`config.mk`:
```
export PLATFORM = sky130hd
export DESIGN_NAME = ifns_decoder_iter_flat
export DESIGN_NICKNAME = d
export VERILOG_FILES = /design/src/rtl/ifns_decoder_iter_if.sv /design/src/rtl/ifns_decoder_iter.sv /design/src/flat_wrapper.sv
export SDC_FILE = /design/constraint.sdc
export NUM_CORES = 1
export LEC_CHECK = 0
export ABC_AREA = 1
export BUFFER_PORTS_ARGS = -buffer_cell sky130_fd_sc_hd__buf_2
export CORE_AREA = 4 4 155 157
export CTS_CLUSTER_SIZE = 10
export DETAILED_ROUTE_END_ITERATION = 8
export DIE_AREA = 0 0 159 161
export SYNTH_ARGS = -nofsm -noshare
export SYNTH_HDL_FRONTEND = slang
export SYNTH_SLANG_ARGS = --single-unit
```
`constraint.sdc`:
```
create_clock -name clock -period 4.5 [get_ports clock]
set_clock_uncertainty 0.1 [all_clocks]
set_input_delay 0.45 -clock clock [delete_from_list [all_inputs] [get_ports clock]]
set_output_delay 0.45 -clock clock [all_outputs]
set_load 0.05 [all_outputs]
```
`src/rtl/ifns_decoder_iter_if.sv`:
```
// Handshake bundle for the iterative IFNS decoder: codeword in, decoded value out.
// Both sides use valid/ready: a transfer happens on a rising clock edge where valid and ready are both high.
interface ifns_decoder_iter_if #(
  parameter int CODE_W = 26,
  parameter int DATA_W = 18
);
  logic              in_valid;
  logic              in_ready;
  logic [CODE_W:1]   codein;
  logic              out_valid;
  logic              out_ready;
  logic [DATA_W-1:0] dataout;
  logic              ovf;

  modport slave (
    input  in_valid, codein, out_ready,
    output in_ready, out_valid, dataout, ovf
  );

  modport master (
    output in_valid, codein, out_ready,
    input  in_ready, out_valid, dataout, ovf
  );
endinterface

```
`src/rtl/ifns_decoder_iter.sv`:
```
// Multi-cycle Fibonacci-numeral-system decoder: folds BITS_PER_CYCLE codeword bits per cycle
// into a weighted-sum accumulator and hands the result out over valid/ready.
module ifns_decoder_iter #(
  parameter int CODE_W         = 26,
  parameter int DATA_W         = 18,
  parameter int BITS_PER_CYCLE = 2
) (
  input  logic                 clock,
  input  logic                 rst,
  ifns_decoder_iter_if.slave   bus,
  output logic [1:0]           dbg_state
);

  localparam int NSTEP  = (CODE_W + BITS_PER_CYCLE - 1) / BITS_PER_CYCLE;
  localparam int SR_W   = NSTEP * BITS_PER_CYCLE;
  localparam int ACC_W  = DATA_W + 2;
  localparam int STEP_W = $clog2(NSTEP + 1);

  typedef enum logic [1:0] {
    S_IDLE = 2'd0,
    S_BUSY = 2'd1,
    S_DONE = 2'd2
  } state_t;

  state_t              state_q, state_d;
  logic                in_ready_q;
  logic                out_valid_q;
  logic [SR_W-1:0]     sr_q;
  logic [ACC_W-1:0]    acc_q;
  logic [ACC_W-1:0]    w_cur_q;
  logic [ACC_W-1:0]    w_nxt_q;
  logic [STEP_W-1:0]   step_q;
  logic [DATA_W-1:0]   dataout_q;
  logic                ovf_q;

  logic                accept;
  logic                step_now;
  logic                finish;
  logic [ACC_W-1:0]    acc_step;
  logic [ACC_W-1:0]    w_cur_step;
  logic [ACC_W-1:0]    w_nxt_step;
  logic [ACC_W-1:0]    w_tmp;

  // Next state and per-cycle strobes.
  always_comb begin
    state_d  = state_q;
    accept   = 1'b0;
    step_now = 1'b0;
    finish   = 1'b0;
    case (state_q)
      S_IDLE: begin
        if (in_ready_q && bus.in_valid) begin
          accept  = 1'b1;
          state_d = S_BUSY;
        end
      end
      S_BUSY: begin
        if (step_q == STEP_W'(NSTEP)) begin
          finish  = 1'b1;
          state_d = S_DONE;
        end else begin
          step_now = 1'b1;
        end
      end
      S_DONE: begin
        if (bus.out_ready) state_d = S_IDLE;
      end
      default: state_d = S_IDLE;
    endcase
  end

  // One chunk of the fold. The weight pair walks the Fibonacci sequence bit by bit, so no
  // weight table is needed; padding bits past CODE_W are zero and contribute nothing.
  always_comb begin
    acc_step   = acc_q;
    w_cur_step = w_cur_q;
    w_nxt_step = w_nxt_q;
    w_tmp      = '0;
    for (int j = 0; j < BITS_PER_CYCLE; j++) begin
      if (sr_q[j]) acc_step = acc_step + w_cur_step;
      w_tmp      = w_cur_step + w_nxt_step;
      w_cur_step = w_nxt_step;
      w_nxt_step = w_tmp;
    end
  end

  always_ff @(posedge clock or posedge rst) begin
    if (rst) begin
      state_q     <= S_IDLE;
      in_ready_q  <= 1'b0;
      out_valid_q <= 1'b0;
      sr_q        <= '0;
      acc_q       <= '0;
      w_cur_q     <= '0;
      w_nxt_q     <= '0;
      step_q      <= '0;
      dataout_q   <= '0;
      ovf_q       <= 1'b0;
    end else begin
      state_q     <= state_d;
      in_ready_q  <= (state_d == S_IDLE);
      out_valid_q <= (state_d == S_DONE);
      if (accept) begin
        sr_q    <= SR_W'(bus.codein);
        acc_q   <= '0;
        w_cur_q <= ACC_W'(1);
        w_nxt_q <= ACC_W'(2);
        step_q  <= '0;
      end
      if (step_now) begin
        sr_q    <= sr_q >> BITS_PER_CYCLE;
        acc_q   <= acc_step;
        w_cur_q <= w_cur_step;
        w_nxt_q <= w_nxt_step;
        step_q  <= step_q + 1'b1;
      end
      // Result registers only change on entry to DONE, so they hold through the idle gap.
      if (finish) begin
        dataout_q <= acc_q[DATA_W-1:0];
        ovf_q     <= |acc_q[ACC_W-1:DATA_W];
      end
    end
  end

  assign bus.in_ready  = in_ready_q;
  assign bus.out_valid = out_valid_q;
  assign bus.dataout   = dataout_q;
  assign bus.ovf       = ovf_q;
  assign dbg_state     = state_q;

endmodule

```
`src/flat_wrapper.sv`:
```
// flat-port wrapper written by rule: the top's interface ports become plain ports
module ifns_decoder_iter_flat 
#(
  parameter int CODE_W         = 26,
  parameter int DATA_W         = 18,
  parameter int BITS_PER_CYCLE = 2
)
  (clock, rst, dbg_state, bus_in_valid, bus_codein, bus_out_ready, bus_in_ready, bus_out_valid, bus_dataout, bus_ovf);
  ifns_decoder_iter_if #(.CODE_W(CODE_W), .DATA_W(DATA_W)) bus_i ();
  input  logic clock;
  input  logic rst;
  output logic [1:0] dbg_state;
  input wire logic [$bits(bus_i.in_valid)-1:0] bus_in_valid;
  input wire logic [$bits(bus_i.codein)-1:0] bus_codein;
  input wire logic [$bits(bus_i.out_ready)-1:0] bus_out_ready;
  output wire logic [$bits(bus_i.in_ready)-1:0] bus_in_ready;
  output wire logic [$bits(bus_i.out_valid)-1:0] bus_out_valid;
  output wire logic [$bits(bus_i.dataout)-1:0] bus_dataout;
  output wire logic [$bits(bus_i.ovf)-1:0] bus_ovf;
  assign bus_i.in_valid = bus_in_valid;
  assign bus_i.codein = bus_codein;
  assign bus_i.out_ready = bus_out_ready;
  assign bus_in_ready = bus_i.in_ready;
  assign bus_out_valid = bus_i.out_valid;
  assign bus_dataout = bus_i.dataout;
  assign bus_ovf = bus_i.ovf;
  ifns_decoder_iter #(.CODE_W(CODE_W), .DATA_W(DATA_W), .BITS_PER_CYCLE(BITS_PER_CYCLE)) u_core (.clock(clock), .rst(rst), .bus(bus_i), .dbg_state(dbg_state));
endmodule
```
### Word level (Yosys, flattened, before mapping)

Index checks and enable logic that the tools add are counted.

| cells by class | value |
|---|---|
| shifts and indexed selects | 0 |
| bitwise gates (word level) | 0 |
| equal/unequal tests | 4 |
| muxes and demuxes | 22 |
| add/subtract/negate cells | 5 |
| order comparisons | 0 |
| reductions and logical operators | 5 |
| div/mod/pow operators | 0 |
| multiply operators | 0 |

Operators by type and width:

| cell | number |
|---|---|
| $mux 20 | 8 |
| $add 20x20->20 | 4 |
| $mux 26 | 2 |
| $mux 4 | 2 |
| $mux 1 | 6 |
| $mux 2 | 3 |
| $pmux 2 s3 | 1 |
| $add 4x1->4 const B | 1 |
| $eq 2x2->1 const B | 2 |
| $eq 4x4->1 const B | 1 |
| $logic_not 2->1 | 2 |
| $eq 2x1->1 const B | 1 |
| $reduce_bool 2->1 | 1 |
| $reduce_or 2->1 | 1 |
| $logic_and 1x1->1 | 1 |

| storage, ports and cells | value |
|---|---|
| memories kept | 0 |
| logic and storage cells | 46 |
| output and inout bits | 23 |
| input port bits | 30 |
| latch bits | 0 |
| memory bits (read-only) | 0 |
| RAM bits | 0 |
| register bits | 113 |

### Longest topological paths before layout

Gate-level depths: netlist of the first run.

| depth | value |
|---|---|
| depth after elaboration | 5 |
| gate-level depth with buffers | 28 |
| mapped depth without buffers | 28 |

### Worst setup path after synthesis of the first run

Ideal clock, no wire load.

| timing path | value |
|---|---|
| path type | reg2reg |
| from | reg u_core.w_cur_q[0] |
| to | reg u_core.acc_q[19] |
| cell stages (with the launch flop) | 24 |
| path buffers | 0 |
| period minus slack after synthesis | 3.237 ns |
| required time | 4.283 ns |
| library setup time | 0.117 ns |
| arrival | 3.019 ns |
| slack | 1.263 ns |
| cell sequence | dfrtp_1 -> ha_1 -> fa_1 -> nand2_1 -> nand3_1 -> o21ai_2 -> o21ai_2 -> nand2_1 -> nand2_1 -> or2_1 -> nand3_1 -> nand2_1 -> ha_1 -> nand2_1 -> inv_1 -> nand2_1 -> nor2_1 -> nand3_1 -> nand4_1 -> nand2_1 -> nor2_2 -> nand3_1 -> nand3_1 -> nand2_1 |

| between the ends | value |
|---|---|
| word-level cells in the longest chain between the ends | 5 |

Ends and longest elaborated chain:

| item | RTL line | text |
|---|---|---|
| from (decl) | ifns_decoder_iter.sv:30 | `logic [ACC_W-1:0] w_cur_q;` |
| from (signal assigned) | ifns_decoder_iter.sv:113 | `w_cur_q <= w_cur_step;` |
| $add 20x20->20 * | ifns_decoder_iter.sv:80 | `if (sr_q[j]) acc_step = acc_step + w_cur_step;` |
| $mux 20 * | ifns_decoder_iter.sv:80 |  |
| $add 20x20->20 | ifns_decoder_iter.sv:80 |  |
| $mux 20 * | ifns_decoder_iter.sv:80 |  |
| $mux 20 * | ifns_decoder_iter.sv:110 | `if (step_now) begin` |
| to (signal assigned) | ifns_decoder_iter.sv:112 | `acc_q <= acc_step;` |
| to (decl) | ifns_decoder_iter.sv:29 | `logic [ACC_W-1:0] acc_q;` |

Mark *: on every way between the ends. The rest lies on a longest branch, timed or not.
A chain may end at the register's enable or synchronous reset.

### Worst setup path in the final report of the first run

| timing path | value |
|---|---|
| from | reg u_core.w_cur_q[0] |
| to | reg u_core.acc_q[15] |

Same word-level chain as after synthesis.

==> results of run 1 <==
registers in the layout (all words and copies together) (netlist names):
name / count
u_core.acc_q: 20
u_core.dbg_state: 2
u_core.w_nxt_q: 20
u_core.bus.out_valid: 1
u_core.step_q: 4
u_core.bus.in_ready: 1
u_core.bus.ovf: 1
u_core.sr_q: 26
u_core.bus.dataout: 18
u_core.w_cur_q: 20
per-layer routing:
metal / track usage [%] / vias up / share of wire [%]
met1: 30.1 / 4196 / 46
met5: 0 / - / 0
li1: - / 4566 / -
met4: 8.21 / 0 / 2.9
met3: 3.62 / 37 / 6.2
met2: 34.3 / 288 / 45
cell families after synthesis:
kind of cell | Yosys count | share of synthesized area (%)
AND/OR/NAND/NOR | 638 | 29.5
flip-flops | 113 | 30.0
AO/OA/AOI/OAI | 283 | 18.2
XOR/XNOR | 31 | 3.04
adder cells (fa/ha/maj) | 83 | 11.3
buffers and inverters | 180 | 7.53
multiplexers | 3 | 0.358
stage by stage:
stage / instances / cell area [um2] / util (%)
6_report: 1677 / 10600 / 47.1
5_1_grt: 1677 / 10600 / 47.1
4_1_cts: 1677 / 10600 / 47.1
2_1_floorplan: 1331 / 9430 / -
3_5_place_dp: 1645 / 9980 / 44.3
3_3_place_gp: 1645 / 9980 / 44.3
cell usage in the layout (no fill, tap or decap), types with 9 or more instances in the layout:
cell type	n
o22ai_1	15
o221ai_1	14
nand3_1	68
a21o_1	9
inv_1	138
o21ai_2	10
clkbuf_16	17
a22o_1	10
buf_2	52
dfrtp_1	113
nand2_2	13
xor2_1	20
xnor2_1	9
o21bai_1	12
buf_4	9
a21oi_1	96
nand2_1	347
ha_1	79
o21ai_0	79
nor2_1	133
nand4_1	30
o21ai_1	13
layout make-up:
cell class / instances / area share [%]
Tap cell: 285 / 3.36
Multi-Input combinational cell: 1038 / 55.6
Sequential cell: 113 / 26.7
Clock buffer: 17 / 4.01
Inverter: 147 / 5.23
Clock inverter: 15 / 1.86
Timing Repair Buffer: 62 / 3.28
final timing paths:
| path | slack [ps] | end | from | cells after the start |
|---|---|---|---|---|
| min in group clock | 110 | u_core.bus.out_valid$_DFF_PP0_ | bus_out_ready | 2 |
| hold reg to reg | 380 | u_core.sr_q[25]$_DFFE_PP0P_ | u_core.sr_q[25]$_DFFE_PP0P_ | 2 |
| hold / removal | 20 | u_core.bus.dataout[16]$_DFFE_PP0P_ | rst | 3 |
| setup / recovery | 670 | u_core.acc_q[15]$_DFFE_PP0P_ | u_core.w_cur_q[0]$_DFFE_PP0P_ | 20 |
| setup reg to reg | 670 | u_core.acc_q[15]$_DFFE_PP0P_ | u_core.w_cur_q[0]$_DFFE_PP0P_ | 20 |
| max in group asynchronous | 3690 | u_core.w_nxt_q[4]$_DFFE_PP0P_ | rst | 3 |
tightest hold or removal path, stage by stage:
cell and delay [ps]:
buf_2 110, inv_4 50, buf_12 410
==> results.sh, run 1 <==
export IMPL_antenna_left=0
export IMPL_numCtsBuffers=17
export IMPL_syn_area_per_cell_um2=7.08
export IMPL_grt_max_degree=114
export IMPL_critPathLaunchType="flop"
export IMPL_cp_top_family="adder cells"
export IMPL_path_common_cell="nand3_1"
export IMPL_drc=0
export IMPL_ys_top_cells_by_count="nand2_1 (348), inv_1 (139), nor2_1 (133)"
export IMPL_setup_ws_ps=670
export IMPL_synthCells=1331
export IMPL_post_cts_resized=0
export IMPL_core_area_um2=22500
export IMPL_multiInputGateArea_um2=5890
export IMPL_synth_top_area_cell="dfrtp_1"
export IMPL_grt_pass1_vias=8581
export IMPL_vias=9087
export IMPL_max_cap_viol_count=0
export IMPL_ys_ff_latch=113
export IMPL_clockBufferDepth=2
export IMPL_synth_cell_types=59
export IMPL_max_slew_margin_rel_pct=29.5
export IMPL_die_width_um=159
export IMPL_first_pass_iters=5
export IMPL_crit_path_max_fanout=6
export IMPL_areaGrowthSynthToFinish_pct=12.5
export IMPL_fin_tns_setup_ps=0
export IMPL_maxSlewViolCount=0
export IMPL_clkTransAtPathRegs_ps=60
export IMPL_crit_required_ps=4700
export IMPL_final_seq_area_um2=2830
export IMPL_antenna_found_initial=0
export IMPL_path_buf_inv=1
export IMPL_synth_edff_count=0
export IMPL_fp_dieH_um=161
export IMPL_yosys_warnings=0
export IMPL_ios=53
export IMPL_holdWs_ps=23.4
export IMPL_yosysTopAreaCellShare_pct=30.0
export IMPL_grt_pass1_wl_um=44900
export IMPL_syn_nets=1444
export IMPL_rows=55
export IMPL_syn_area_um2=9430
export IMPL_viasPerCell=5.42
export IMPL_yosysMostFrequentCell="nand2_1"
export IMPL_period_needed_ps=3830
export IMPL_track_usage_pct=21.7
export IMPL_drive_above_1_share_pct=12.2
export IMPL_initial_core_util_pct=41.9
export IMPL_slowest_stage="fa_1"
export IMPL_path_class="reg -> reg"
export IMPL_cts_hold_fix_buffers=0
export IMPL_first_iter_violations=790
export IMPL_gp_congestion=0.939
export IMPL_hpwl_um=21000
export IMPL_nNetsFinal=1492
export IMPL_clk_latency_ps=430
export IMPL_async_flop_share_pct=100
export IMPL_post_cts_repair_setup_buffers=0
export IMPL_ys_seq_area_share_pct=30.0
export IMPL_synthTopCellsByArea="dfrtp_1 (30%), nand2_1 (14%), ha_1 (10%)"
export IMPL_hold_violations=0
export IMPL_clock_sinks=113
export IMPL_timing_fmax_mhz=261
export IMPL_path_cells="ha_1 > fa_1 > nand2_1 > nand3_1 > o21ai_2 > o21ai_2 > nand3_1 > nand3_1 > nand3_1 > o21ai_0 > ha_1 > nand2_1 > inv_1 > nand2_1 > nor2_1 > nand2_2 > nand3_1 > nand2_1 > o21ai_1 > o21ai_1"
export IMPL_fillerInstances=2245
export IMPL_htreeDepth=4
export IMPL_wl_um=27700
export IMPL_rsz0062_at_grt="no"
export IMPL_cts_tree="yes"
export IMPL_diodes=0
export IMPL_finalSetupViolCount=0
export IMPL_overflow=0
export IMPL_finalCritPeriodShare_pct=85.1
export IMPL_place_ws_ps=720
export IMPL_hold_path_class="in -> async"
export IMPL_cts_root_buf="clkbuf_16"
export IMPL_die_area_um2=25600
export IMPL_status="finished, final reports clean"
export IMPL_cp_end_kind="flop"
export IMPL_critPathMaxStageDelay_ps=510
export IMPL_cp_data_arrival_time_ps=4030
export IMPL_wl_per_cell_um=16.5
export IMPL_portBuffers=52
export IMPL_synthFlopType="dfrtp_1"
export IMPL_worst_pin_slew_ps=1060
Power of run 1 is not shown: default switching activity piles up to over one toggle a cycle in this logic, so the estimate is an artifact.
==> run 2, diff against run 1 <==
--- a/config.mk
+++ b/config.mk
@@ -7,10 +7,10 @@
 export LEC_CHECK = 0
 export ABC_AREA = 1
 export BUFFER_PORTS_ARGS = -buffer_cell sky130_fd_sc_hd__buf_2
-export CORE_AREA = 4 4 155 157
+export CORE_AREA = 2 2 153 155
 export CTS_CLUSTER_SIZE = 10
 export DETAILED_ROUTE_END_ITERATION = 8
-export DIE_AREA = 0 0 159 161
+export DIE_AREA = 0 0 155 157
 export SYNTH_ARGS = -nofsm -noshare
 export SYNTH_HDL_FRONTEND = slang
 export SYNTH_SLANG_ARGS = --single-unit
==> run 2 against run 1 <==
  * Register-to-register slack worse by 80 ps
  * Sequential cell count unchanged
  * Critical path depth up 3
  * Cell count about the same
  * Clock-buffer cell count unchanged
  * Worst setup slack worse by 82 ps
  * Die area down 4.9%
  * Wire length up 2.5%
  * Global-route usage up 2.5 points
  * Final area down 0.39%
  * Via count about the same
  * Critical endpoint is now u_core.acc_q[17]$_DFFE_PP0P_
  * Largest cell class unchanged
==> results.sh, run 2 (synthesis results as in run 1) <==
export IMPL_status="finished, final reports clean"
export IMPL_fin_tns_setup_ps=0
export IMPL_ios=53
export IMPL_top_register="u_core.sr_q"
export IMPL_cts_root_buf="clkbuf_16"
export IMPL_rsz0062_at_grt="no"
export IMPL_drive_above_1_share_pct=12.3
export IMPL_max_slew_margin_rel_pct=40.8
export IMPL_crit_required_ps=4720
export IMPL_multiInputGateArea_um2=5890
export IMPL_clk_latency_ps=430
export IMPL_period_needed_ps=3910
export IMPL_cp_end_kind="flop"
export IMPL_vias=9085
export IMPL_antenna_left=0
export IMPL_cts_hold_fix_buffers=0
export IMPL_areaGrowthSynthToFinish_pct=12.0
export IMPL_finalCritPeriodShare_pct=86.9
export IMPL_post_cts_resized=0
export IMPL_fillerInstances=2255
export IMPL_clockBufferDepth=2
export IMPL_die_width_um=155
export IMPL_worst_pin_slew_ps=886
export IMPL_clock_sinks=113
export IMPL_max_cap_viol_count=0
export IMPL_final_cell_mix="nand2_1 (347), inv_1 (138), nor2_1 (133)"
export IMPL_drc=0
export IMPL_maxSlewViolCount=0
export IMPL_gp_congestion=0.936
export IMPL_hold_violations=0
export IMPL_layout_commonest_cell="nand2_1"
export IMPL_grt_pass1_vias=8368
export IMPL_portBuffers=52
export IMPL_path_class="reg -> reg"
export IMPL_crit_path_max_fanout=5
export IMPL_grt_pass1_wl_um=45800
export IMPL_numCtsBuffers=17
export IMPL_fin_cells=1678
export IMPL_nNetsFinal=1493
export IMPL_final_seq_area_um2=2830
export IMPL_rows=55
export IMPL_track_usage_pct=24.2
export IMPL_critPathLaunchType="flop"
export IMPL_setup_ws_ps=588
export IMPL_wl_per_cell_um=16.9
export IMPL_hold_path_class="in -> async"
export IMPL_timing_fmax_mhz=256
export IMPL_holdWs_ps=43.8
export IMPL_overflow=0
export IMPL_first_iter_violations=782
export IMPL_htreeDepth=4
export IMPL_fp_dieH_um=157
export IMPL_cp_data_arrival_time_ps=4130
export IMPL_place_ws_ps=674
export IMPL_viasPerCell=5.41
export IMPL_first_pass_iters=5
export IMPL_grt_max_degree=55
export IMPL_initial_core_util_pct=41.9
export IMPL_antenna_found_initial=0
export IMPL_placed_cells=1646
export IMPL_post_cts_repair_setup_buffers=0
export IMPL_diodes=0
export IMPL_hpwl_um=21800
export IMPL_largest_reg_flops=26
export IMPL_die_area_um2=24300
export IMPL_clkTransAtPathRegs_ps=60
export IMPL_finalSetupViolCount=0
export IMPL_core_area_um2=22500
export IMPL_cts_tree="yes"
export IMPL_wl_um=28400
-- run 2: final timing paths --
| path | endpoint | start | depth (start not counted) | slack, ps |
|---|---|---|---|---|
| worst max-delay path | u_core.acc_q[17]$_DFFE_PP0P_ | u_core.w_cur_q[0]$_DFFE_PP0P_ | 23 | 590 |
| worst max register to register | u_core.acc_q[17]$_DFFE_PP0P_ | u_core.w_cur_q[0]$_DFFE_PP0P_ | 23 | 590 |
| min in group clock | u_core.bus.out_valid$_DFF_PP0_ | bus_out_ready | 2 | 100 |
| max in group asynchronous | u_core.w_nxt_q[5]$_DFFE_PP0P_ | rst | 3 | 3250 |
| worst min-delay path | u_core.bus.dataout[16]$_DFFE_PP0P_ | rst | 2 | 40 |
| worst min register to register | u_core.sr_q[25]$_DFFE_PP0P_ | u_core.sr_q[25]$_DFFE_PP0P_ | 2 | 380 |
-- run 2: worst max-delay path, stage by stage, from the launching register on --
cell and delay [ps]:
dfrtp_1 400, ha_1 320, fa_1 550, nand2_1 120, nand3_1 90, o21ai_2 120
o21ai_2 130, nand2_1 80, nand2_1 50, or2_1 200, nand3_1 90, nand2_1 70
ha_1 350, nand2_1 90, inv_1 90, nand2_1 100, nor3_1 210, nand3_1 200
nand4_1 140, nand3_1 80, nand2_1 70, inv_1 50, nand2_1 60, nand2_1 50
-- run 2: metal layers --
metal | track usage (%) | part of all wire, % | vias to the layer above
met5 | 0 | 0 | -
met4 | 8.77 | 3.0 | 0
met3 | 3.96 | 6.0 | 49
met2 | 38.0 | 45 | 294
met1 | 33.8 | 46 | 4171
li1 | - | - | 4571
-- run 2: area by class of cell --
type / count / share of cell area, %
clock buffers: 17 / 4.03
clock inverters: 15 / 1.53
inverters: 147 / 5.25
multi-input cells: 1038 / 55.8
flip-flops and latches: 113 / 26.8
well taps: 285 / 3.38
repair buffers: 63 / 3.25
-- run 2: metrics by stage --
| stage | utilization, % | instance area, um2 |
|---|---|---|
| final | 46.9 | 10600 |
| after floorplan | - | 9430 |
| after global placement | 44.3 | 9970 |
| after CTS | 46.9 | 10600 |
| after global routing | 46.9 | 10600 |
| after detailed placement | 44.3 | 9970 |
Power of run 2 is left out for the same reason.
==> run 3, diff against run 2 <==
==> constraint.sdc (replaced) <==
create_clock -name clock -period 4.7 [get_ports clock]
set_clock_uncertainty 0.1 [all_clocks]
set_input_delay 0.47 -clock clock [delete_from_list [all_inputs] [get_ports clock]]
set_output_delay 0.47 -clock clock [all_outputs]
set_load 0.05 [all_outputs]
==> run 3 against run 2 <==
  * Critical path type unchanged
  * Critical endpoint unchanged
  * Cell count about the same
  * Hold slack better by 7.6 ps
  * Sequential cell count unchanged
  * Wire length down 1.1%
==> results.sh, run 3 (synthesis results as in run 1) <==
export IMPL_ios=53
export IMPL_first_iter_violations=606
export IMPL_cts_root_buf="clkbuf_16"
export IMPL_gp_congestion=0.940
export IMPL_crit_path_max_fanout=5
export IMPL_max_slew_margin_rel_pct=41.4
export IMPL_cts_tree="yes"
export IMPL_nNetsFinal=1492
export IMPL_antenna_left=0
export IMPL_htreeDepth=4
export IMPL_worst_pin_slew_ps=876
export IMPL_critPathMaxStageDelay_ps=560
export IMPL_hpwl_um=21600
export IMPL_fp_dieH_um=157
export IMPL_track_usage_pct=23.6
export IMPL_largest_reg_flops=26
export IMPL_rsz0062_at_grt="no"
export IMPL_slowest_stage="fa_1"
export IMPL_hold_violations=0
export IMPL_wl_um=28100
export IMPL_cts_hold_fix_buffers=0
export IMPL_post_cts_repair_setup_buffers=0
export IMPL_numCtsBuffers=17
export IMPL_clockBufferDepth=2
export IMPL_critPathLaunchType="flop"
export IMPL_path_common_cell="nand2_1"
export IMPL_rows=55
export IMPL_fin_util_pct=46.9
export IMPL_layout_commonest_cell="nand2_1"
export IMPL_drive_above_1_share_pct=12.2
export IMPL_final_seq_area_um2=2830
export IMPL_vias=8959
export IMPL_clk_latency_ps=430
export IMPL_hold_path_class="in -> async"
export IMPL_wl_per_cell_um=16.7
export IMPL_finalCritPeriodShare_pct=86.4
export IMPL_die_area_um2=24300
export IMPL_clkTransAtPathRegs_ps=70
export IMPL_first_pass_iters=4
export IMPL_path_cells="ha_1 > fa_1 > nand2_1 > nand3_1 > o21ai_2 > o21ai_2 > nand2_1 > nand2_1 > or2_1 > nand3_1 > nand2_1 > ha_1 > nand2_1 > inv_1 > nand2_1 > nor3_1 > nand3_1 > nand4_1 > nand3_1 > nand2_1 > inv_1 > nand2_1 > nand2_1"
export IMPL_core_area_um2=22500
export IMPL_overflow=0
export IMPL_fillerInstances=2318
export IMPL_diodes=0
export IMPL_grt_max_degree=56
export IMPL_crit_required_ps=4910
export IMPL_grt_pass1_vias=8217
export IMPL_max_cap_viol_count=0
export IMPL_grt_pass1_wl_um=44600
export IMPL_drc=0
export IMPL_fin_tns_setup_ps=0
export IMPL_status="finished, final reports clean"
export IMPL_cp_end_kind="flop"
export IMPL_antenna_found_initial=0
export IMPL_cp_top_family="simple AND/OR/NAND/NOR gates"
export IMPL_top_register="u_core.sr_q"
export IMPL_multiInputGateArea_um2=5890
export IMPL_viasPerCell=5.34
export IMPL_clock_sinks=113
export IMPL_final_cell_mix="nand2_1 (347), inv_1 (138), nor2_1 (133)"
export IMPL_period_needed_ps=4060
export IMPL_areaGrowthSynthToFinish_pct=12.0
export IMPL_die_width_um=155
export IMPL_cp_data_arrival_time_ps=4270
export IMPL_portBuffers=52
export IMPL_path_class="reg -> reg"
export IMPL_post_cts_resized=0
export IMPL_path_buf_inv=2
export IMPL_initial_core_util_pct=41.9
export IMPL_finalSetupViolCount=0
export IMPL_timing_fmax_mhz=246
export IMPL_maxSlewViolCount=0
run 3: cell types whose count changed in the layout (fill, tap and decap cells not counted):
| cell | before | now |
|---|---|---|
| inv_8 | 4 | 5 |
| buf_4 | 11 | 10 |
| inv_6 | 7 | 6 |
run 3: final timing paths:
check                                              startpoint                                 end  slack [ps]  cells after the start
min in group clock                              bus_out_ready      u_core.bus.out_valid$_DFF_PP0_         130                      2
worst min-delay path                                      rst  u_core.bus.dataout[15]$_DFFE_PP0P_          50                      2
worst max-delay path            u_core.w_cur_q[0]$_DFFE_PP0P_        u_core.acc_q[17]$_DFFE_PP0P_         640                     23
worst max register to register  u_core.w_cur_q[0]$_DFFE_PP0P_        u_core.acc_q[17]$_DFFE_PP0P_         640                     23
max in group asynchronous                                 rst      u_core.w_nxt_q[12]$_DFFE_PP0P_        3310                      3
worst min register to register    u_core.sr_q[25]$_DFFE_PP0P_         u_core.sr_q[25]$_DFFE_PP0P_         390                      2
run 3: layer usage:
metal | vias to the layer above | GRT usage [%] | routed length, um
li1 | 4570 | - | -
met3 | 38 | 3.30 | 1230
met1 | 4124 | 32.9 | 13300
met2 | 227 | 37.8 | 12800
met4 | 0 | 7.72 | 731
met5 | - | 0 | 0
run 3: final cells by class:
| type | count | area share [%] |
|---|---|---|
| multi-input combinational | 1038 | 55.8 |
| inverter | 147 | 5.25 |
| timing repair buffer | 62 | 3.18 |
| sequential | 113 | 26.8 |
| clock inverter | 15 | 1.55 |
| clock buffer | 17 | 4.03 |
| tap | 285 | 3.38 |
run 3: per-stage QoR:
step                hold WS, ps  worst slack, ps  std cells  cell area (um2)
floorplan                   350             1140       1331             9430
global placement            365              868       1645             9960
detailed placement          373              786       1645             9960
CTS                        83.1              734       1677            10600
global route                121              458       1677            10600
finish                     51.4              640       1677            10600
Power of run 3 is left out for the same reason.
